**src/rtl/uart_pkg.sv**
```systemverilog
// Shared definitions for the UART receive path.
//   rx_state_e           : receiver FSM state encodings
//   DATA_BITS            : payload bits per frame
//   BAUD_DIVIDER_DEFAULT : clk cycles per bit period when not overridden
package uart_pkg;

   localparam int DATA_BITS            = 8;
   localparam int BAUD_DIVIDER_DEFAULT = 9;

   typedef enum logic [2:0] {
      RX_IDLE  = 3'd0,
      RX_START = 3'd1,
      RX_DATA  = 3'd2,
      RX_STOP  = 3'd3,
      RX_BREAK = 3'd4
   } rx_state_e;

endpackage

```
**src/rtl/uart_rx_baud_cnt.sv**
```systemverilog
// Bit-period timer for the UART receiver.
// Down-counter with a terminal-count compare. load_half arms it for the
// first (half-bit) interval, load_full for a whole bit period; with no load
// it wraps on its own every BAUD_DIVIDER cycles.
// Ports:
//   clk       : reference clock
//   rstn      : synchronous active-low reset
//   load_half : reload with HALF_LOAD (tick HALF_LOAD+1 cycles later)
//   load_full : reload for a full bit period (tick BAUD_DIVIDER cycles later)
//   tick      : high in the cycle the count reaches zero
module uart_rx_baud_cnt #(
   parameter int BAUD_DIVIDER = 9,
   parameter int HALF_LOAD    = 3
) (
   input  logic clk,
   input  logic rstn,
   input  logic load_half,
   input  logic load_full,
   output logic tick
);

   localparam int CW = $clog2(BAUD_DIVIDER);
   localparam logic [CW-1:0] FULL_LOAD_C = CW'(BAUD_DIVIDER - 1);
   localparam logic [CW-1:0] HALF_LOAD_C = CW'(HALF_LOAD);

   logic [CW-1:0] cnt_q;
   logic [CW-1:0] cnt_d;

   assign tick = (cnt_q == '0);

   always_comb begin
      cnt_d = cnt_q;
      if (load_half) begin
         cnt_d = HALF_LOAD_C;
      end else if (load_full || tick) begin
         cnt_d = FULL_LOAD_C;
      end else begin
         cnt_d = cnt_q - CW'(1);
      end
   end

   always_ff @(posedge clk) begin
      if (!rstn) begin
         cnt_q <= '0;
      end else begin
         cnt_q <= cnt_d;
      end
   end

endmodule

```
**src/rtl/uart_rx.sv**
```systemverilog
// 8N1 UART receiver.
// Synchronises the Rx pin, finds the start edge, samples each bit at its
// centre and presents the byte with a one-cycle NrD strobe.
// Build option: UART_RX_MAJORITY_EN - each bit decision becomes a 2-of-3 vote
// over centre-1/centre/centre+1 (needs BAUD_DIVIDER >= 6, NrD one cycle later).
// Ports:
//   clk    : reference clock
//   rstn   : synchronous active-low reset
//   Rx     : asynchronous serial input, idle high
//   O_DATA : last correctly framed byte
//   NrD    : one-cycle pulse, new byte on O_DATA
//   RiP    : reception in progress (FSM not idle)
//   FE     : frame error, sticky until next good frame
//
// state    | meaning
// RX_IDLE  | line idle, waiting for a falling edge
// RX_START | timing to the start-bit centre, rejects glitches
// RX_DATA  | sampling 8 data bits LSB first
// RX_STOP  | timing to the stop-bit centre
// RX_BREAK | stop bit was low, waiting for the line to return high
module uart_rx
   import uart_pkg::*;
#(
   parameter int BAUD_DIVIDER = BAUD_DIVIDER_DEFAULT
) (
   input  logic                 clk,
   input  logic                 rstn,
   input  logic                 Rx,
   output logic [DATA_BITS-1:0] O_DATA,
   output logic                 NrD,
   output logic                 RiP,
   output logic                 FE
);

`ifdef UART_RX_MAJORITY_EN
   // decision moves one cycle later so centre+1 is the live sample
   localparam int VOTE_DELAY = 1;
`else
   localparam int VOTE_DELAY = 0;
`endif
   localparam int HALF_LOAD = BAUD_DIVIDER / 2 - 1 + VOTE_DELAY;

   rx_state_e state_q, state_d;
   logic sync1_q, sync1_d;
   logic sync2_q, sync2_d;
   logic rx_d1_q, rx_d1_d;
   logic [2:0] bit_idx_q, bit_idx_d;
   logic [DATA_BITS-1:0] shift_q, shift_d;
   logic [DATA_BITS-1:0] data_q, data_d;
   logic nrd_q, nrd_d;
   logic fe_q, fe_d;

   logic rx_s;
   logic rx_fall;
   logic bit_val;
   logic tick;
   logic load_half;
   logic load_full;

   assign rx_s    = sync2_q;
   assign rx_fall = rx_d1_q & ~rx_s;

`ifdef UART_RX_MAJORITY_EN
   logic rx_d2_q, rx_d2_d;
   assign rx_d2_d = rx_d1_q;
   assign bit_val = (rx_d2_q & rx_d1_q) | (rx_d2_q & rx_s) | (rx_d1_q & rx_s);
   always_ff @(posedge clk) begin
      if (!rstn) begin
         rx_d2_q <= 1'b1;
      end else begin
         rx_d2_q <= rx_d2_d;
      end
   end
`else
   assign bit_val = rx_s;
`endif

   assign sync1_d = Rx;
   assign sync2_d = sync1_q;
   assign rx_d1_d = rx_s;

   uart_rx_baud_cnt #(
      .BAUD_DIVIDER (BAUD_DIVIDER),
      .HALF_LOAD    (HALF_LOAD)
   ) u_baud_cnt (
      .clk       (clk),
      .rstn      (rstn),
      .load_half (load_half),
      .load_full (load_full),
      .tick      (tick)
   );

   always_comb begin
      state_d   = state_q;
      bit_idx_d = bit_idx_q;
      shift_d   = shift_q;
      data_d    = data_q;
      nrd_d     = 1'b0;
      fe_d      = fe_q;
      load_half = 1'b0;
      load_full = 1'b0;
      case (state_q)
         RX_IDLE: begin
            if (rx_fall) begin
               state_d   = RX_START;
               load_half = 1'b1;
            end
         end
         RX_START: begin
            if (tick) begin
               if (!bit_val) begin
                  state_d   = RX_DATA;
                  bit_idx_d = '0;
                  load_full = 1'b1;
               end else begin
                  state_d = RX_IDLE;
               end
            end
         end
         RX_DATA: begin
            if (tick) begin
               shift_d   = {bit_val, shift_q[DATA_BITS-1:1]};
               bit_idx_d = bit_idx_q + 3'd1;
               load_full = 1'b1;
               if (bit_idx_q == 3'(DATA_BITS - 1)) begin
                  state_d = RX_STOP;
               end
            end
         end
         RX_STOP: begin
            if (tick) begin
               if (bit_val) begin
                  data_d  = shift_q;
                  nrd_d   = 1'b1;
                  fe_d    = 1'b0;
                  state_d = RX_IDLE;
               end else begin
                  fe_d    = 1'b1;
                  state_d = RX_BREAK;
               end
            end
         end
         RX_BREAK: begin
            // a held-low line must not look like a fresh start bit
            if (rx_s) begin
               state_d = RX_IDLE;
            end
         end
         default: state_d = RX_IDLE;
      endcase
   end

   always_ff @(posedge clk) begin
      if (!rstn) begin
         state_q   <= RX_IDLE;
         sync1_q   <= 1'b1;
         sync2_q   <= 1'b1;
         rx_d1_q   <= 1'b1;
         bit_idx_q <= '0;
         shift_q   <= '0;
         data_q    <= '0;
         nrd_q     <= 1'b0;
         fe_q      <= 1'b0;
      end else begin
         state_q   <= state_d;
         sync1_q   <= sync1_d;
         sync2_q   <= sync2_d;
         rx_d1_q   <= rx_d1_d;
         bit_idx_q <= bit_idx_d;
         shift_q   <= shift_d;
         data_q    <= data_d;
         nrd_q     <= nrd_d;
         fe_q      <= fe_d;
      end
   end

   assign O_DATA = data_q;
   assign NrD    = nrd_q;
   assign RiP    = (state_q != RX_IDLE);
   assign FE     = fe_q;

endmodule
```
**config.mk**
```make
export PLATFORM = sky130hd
export DESIGN_NAME = uart_rx
export DESIGN_NICKNAME = d
export VERILOG_FILES = /design/src/rtl/uart_pkg.sv /design/src/rtl/uart_rx_baud_cnt.sv /design/src/rtl/uart_rx.sv
export SDC_FILE = /design/constraint.sdc
export NUM_CORES = 1
export LEC_CHECK = 0
export CAP_MARGIN = 20
export CORE_AREA = 2 2 57 53
export DETAILED_ROUTE_END_ITERATION = 10
export DIE_AREA = 0 0 59 55
export MAX_ROUTING_LAYER = met4
export PLACE_DENSITY = 0.77
export SYNTH_ARGS = -nofsm -noshare
export SYNTH_HDL_FRONTEND = slang
export SYNTH_SLANG_ARGS = --single-unit
```
**constraint.sdc**
```tcl
create_clock -name clk -period 2.4 [get_ports clk]
set_input_delay 0.48 -clock clk [delete_from_list [all_inputs] [get_ports clk]]
set_output_delay 0.48 -clock clk [all_outputs]
set_load 0.1 [all_outputs]
```
==> impl_metrics.env <==
export IMPL_outcome="finished, final reports clean"
export IMPL_drt_iter0_drc=28
export IMPL_clkSinkCount=31
export IMPL_path_clk_slew_ps=90
export IMPL_yosysTopAreaCellShare_pct=48.77
export IMPL_vias_per_cell=5.316
export IMPL_reg2reg_from="u_baud_cnt.cnt_q[0]$_SDFF_PN0_"
export IMPL_fin_crit_ps=1882
export IMPL_dieWidth_um=59
export IMPL_crit_type="reg -> out"
export IMPL_final_area_mm2=0.001455
export IMPL_yosys_most_used_dff="dfxtp_1"
export IMPL_rsz0062_at_grt="false"
export IMPL_holdCritStartpoint="sync1_q$_SDFF_PN1_"
export IMPL_cp_top_family="simple AND/OR/NAND/NOR gates"
export IMPL_hold_buffers=0
export IMPL_post_dp_hpwl_um=1637
export IMPL_die_y_um=55
export IMPL_hold_class="reg -> reg"
export IMPL_holdWs_ps=420.4
export IMPL_grt_pass1_vias=955
export IMPL_slew_viol_final=0
export IMPL_ys_async_sr_fraction_pct=0
export IMPL_dr_total_vias=941
export IMPL_peakVddDrop_mv=0.4073
export IMPL_critPathLaunchType="flip-flop"
export IMPL_crit_path_end_kind="primary output"
export IMPL_powerDensity_mw_per_mm2=800.0
export IMPL_syn_area_mm2=0.001272
export IMPL_postCtsSetupRepairBufs=0
export IMPL_area_growth_pct=14.36
export IMPL_ant_nets=0
export IMPL_gr_total_overflow=0
export IMPL_fin_skew_ps=2.203
export IMPL_drv_cap=0
export IMPL_yosysSeqAreaShare_pct=48.77
export IMPL_preCtsSetupSlack_ps=634.3
export IMPL_nets=153
export IMPL_path_buf_inv=1
export IMPL_hold_violations=0
export IMPL_drc=0
export IMPL_antennaDiodeCount=0
export IMPL_setup_tns_ps=0
export IMPL_io_pins=14
export IMPL_path_max_fanout=12
export IMPL_grt_max_degree=31
export IMPL_cts_resized=0
export IMPL_cts_root_buf="clkbuf_4"
export IMPL_yosysTopAreaCell="dfxtp_1"
export IMPL_grt_first_pass_wirelength_um=4133
export IMPL_cts_max_level=2
export IMPL_slowest_delay_ps=420
export IMPL_antenna_found_initial=0
export IMPL_start_util_pct=47.88
export IMPL_synth_edf_count=0
export IMPL_crit_arrival_ps=1400
export IMPL_slew_headroom_pct=50.43
export IMPL_dpl_instance_area_mm2=0.001401
export IMPL_drt_pass1_iter_count=4
export IMPL_synthesis_nets=136
export IMPL_worst_slack_ps=517.9
export IMPL_cts_tree="built"
export IMPL_worst_pin_slew_ps=741.9
export IMPL_min_period_over_period_pct=78.42
export IMPL_io_buffers=13
export IMPL_route_detailed_wl_per_inst_um=13.11
export IMPL_routed_wl_um=2320
export IMPL_rows=18
export IMPL_slowest_stage="or3_1"
export IMPL_core_mm2=0.002658
export IMPL_drive_above_1_share_pct=15.65
export IMPL_gr_usage_all_layers_pct=18.06
export IMPL_synth_top_cells_by_area="dfxtp_1 (49%), mux2i_1 (13%), nand2_1 (5.9%)"
export IMPL_max_freq_mhz=531.3
export IMPL_synthCells=129
export IMPL_p_leak_nw=0.6150
export IMPL_post_synth_num_cell_types=34
export IMPL_startpoint="state_q[0]$_SDFFE_PN0P_"
export IMPL_die_area_mm2=0.003245
export IMPL_cp_data_required_time_ps=1920
export IMPL_yosys_warnings=0
export IMPL_avgSynthCellArea_um2=9.864
export IMPL_synth_common_cells="dfxtp_1 (31), nand2_1 (20), mux2i_1 (17)"
export IMPL_clock_latency_ps=320
export IMPL_gp_congestion=0.7380
export IMPL_cts_buffer_depth=2
export IMPL_path_cells="or3_1, buf_4"
export IMPL_ys_ff_latch=31
export IMPL_synth_most_common_cell="dfxtp_1"
export IMPL_setup_viol=0
export IMPL_cts_buffers=5
-- worst paths after layout --
kind	endpoint	slack [ps]	cells after the start
worst min register to register	bit_val$_SDFF_PN1_	420	1
worst min-delay path	bit_val$_SDFF_PN1_	420	1
worst max register to register	O_DATA[0]$_SDFFE_PN0P_	660	5
worst max-delay path	RiP	520	2
-- through the flow --
stage | power [mW] | instances | utilization [%]
floorplan | 0.8143 | 129 | -
global placement | 0.8720 | 169 | 52.73
detailed placement | 0.8917 | 169 | 52.73
CTS | 1.180 | 177 | 54.76
global route | 1.241 | 177 | 54.76
finish | 1.164 | 177 | 54.76
-- power by group --
| group | internal, mW | switching (mW) | leakage (nW) |
|---|---|---|---|
| Combinational | 0.134 | 0.148 | 0.335 |
| Sequential | 0.551 | 0.0457 | 0.251 |
| Clock | 0.113 | 0.173 | 0.0282 |
| Total | 0.798 | 0.366 | 0.615 |
-- sequential cells by signal, indices dropped and copies added (netlist names) --
| register | flops |
|---|---|
| u_baud_cnt.cnt_q | 4 |
| rx_d1_q | 1 |
| sync1_q | 1 |
| NrD | 1 |
| FE | 1 |
| state_q | 3 |
| bit_idx_q | 3 |
| shift_q | 8 |
| bit_val | 1 |
| O_DATA | 8 |
-- cells by family after synthesis --
kind of cell | share of synthesized area (%)
and+or+nand+nor | 22.23
DFF | 48.77
muxes | 13.37
AOI/OAI and AO/OA | 7.474
buffers and inverters | 3.540
adders and majority gates | 3.933
xor gates and xnor gates | 0.6884
-- layout by cell type (no fill, tap or decap), types with 2 or more instances in the layout --
| cell | n |
|---|---|
| a21oi_1 | 2 |
| ha_1 | 4 |
| nand2b_1 | 8 |
| nand2_1 | 20 |
| o21a_1 | 2 |
| dfxtp_1 | 31 |
| mux2i_1 | 17 |
| buf_4 | 13 |
| clkdlybuf4s50_1 | 2 |
| nor2_1 | 7 |
| clkbuf_4 | 5 |
| nand3_1 | 6 |
| a31oi_1 | 2 |
| inv_1 | 5 |
-- routing by layer --
layer / vias to the layer above / part of all wire (%) / GRT usage [%]
met3: 2 / 4.8 / 7.442
met4: 0 / 0.52 / 8.333
li1: 477 / - / -
met5: - / 0 / -
met2: 15 / 48 / 29.81
met1: 447 / 46 / 19.19
-- worst register-to-register path, cell delays in order (launching register included) --
cell	delay, ps
dfxtp_1	340
inv_1	80
ha_1	190
nor4b_4	220
and4_1	580
mux2i_1	250
-- cell type report --
class	instances	area [um2]
Fill cell	269	1202
Sequential cell	31	620.6
Multi-Input combinational cell	88	606.8
Timing Repair Buffer	15	117.6
Clock buffer	6	41.29
Tap cell	30	37.54
Inverter	5	18.77
Clock inverter	2	12.51
Power figures use the tool's default switching activity.
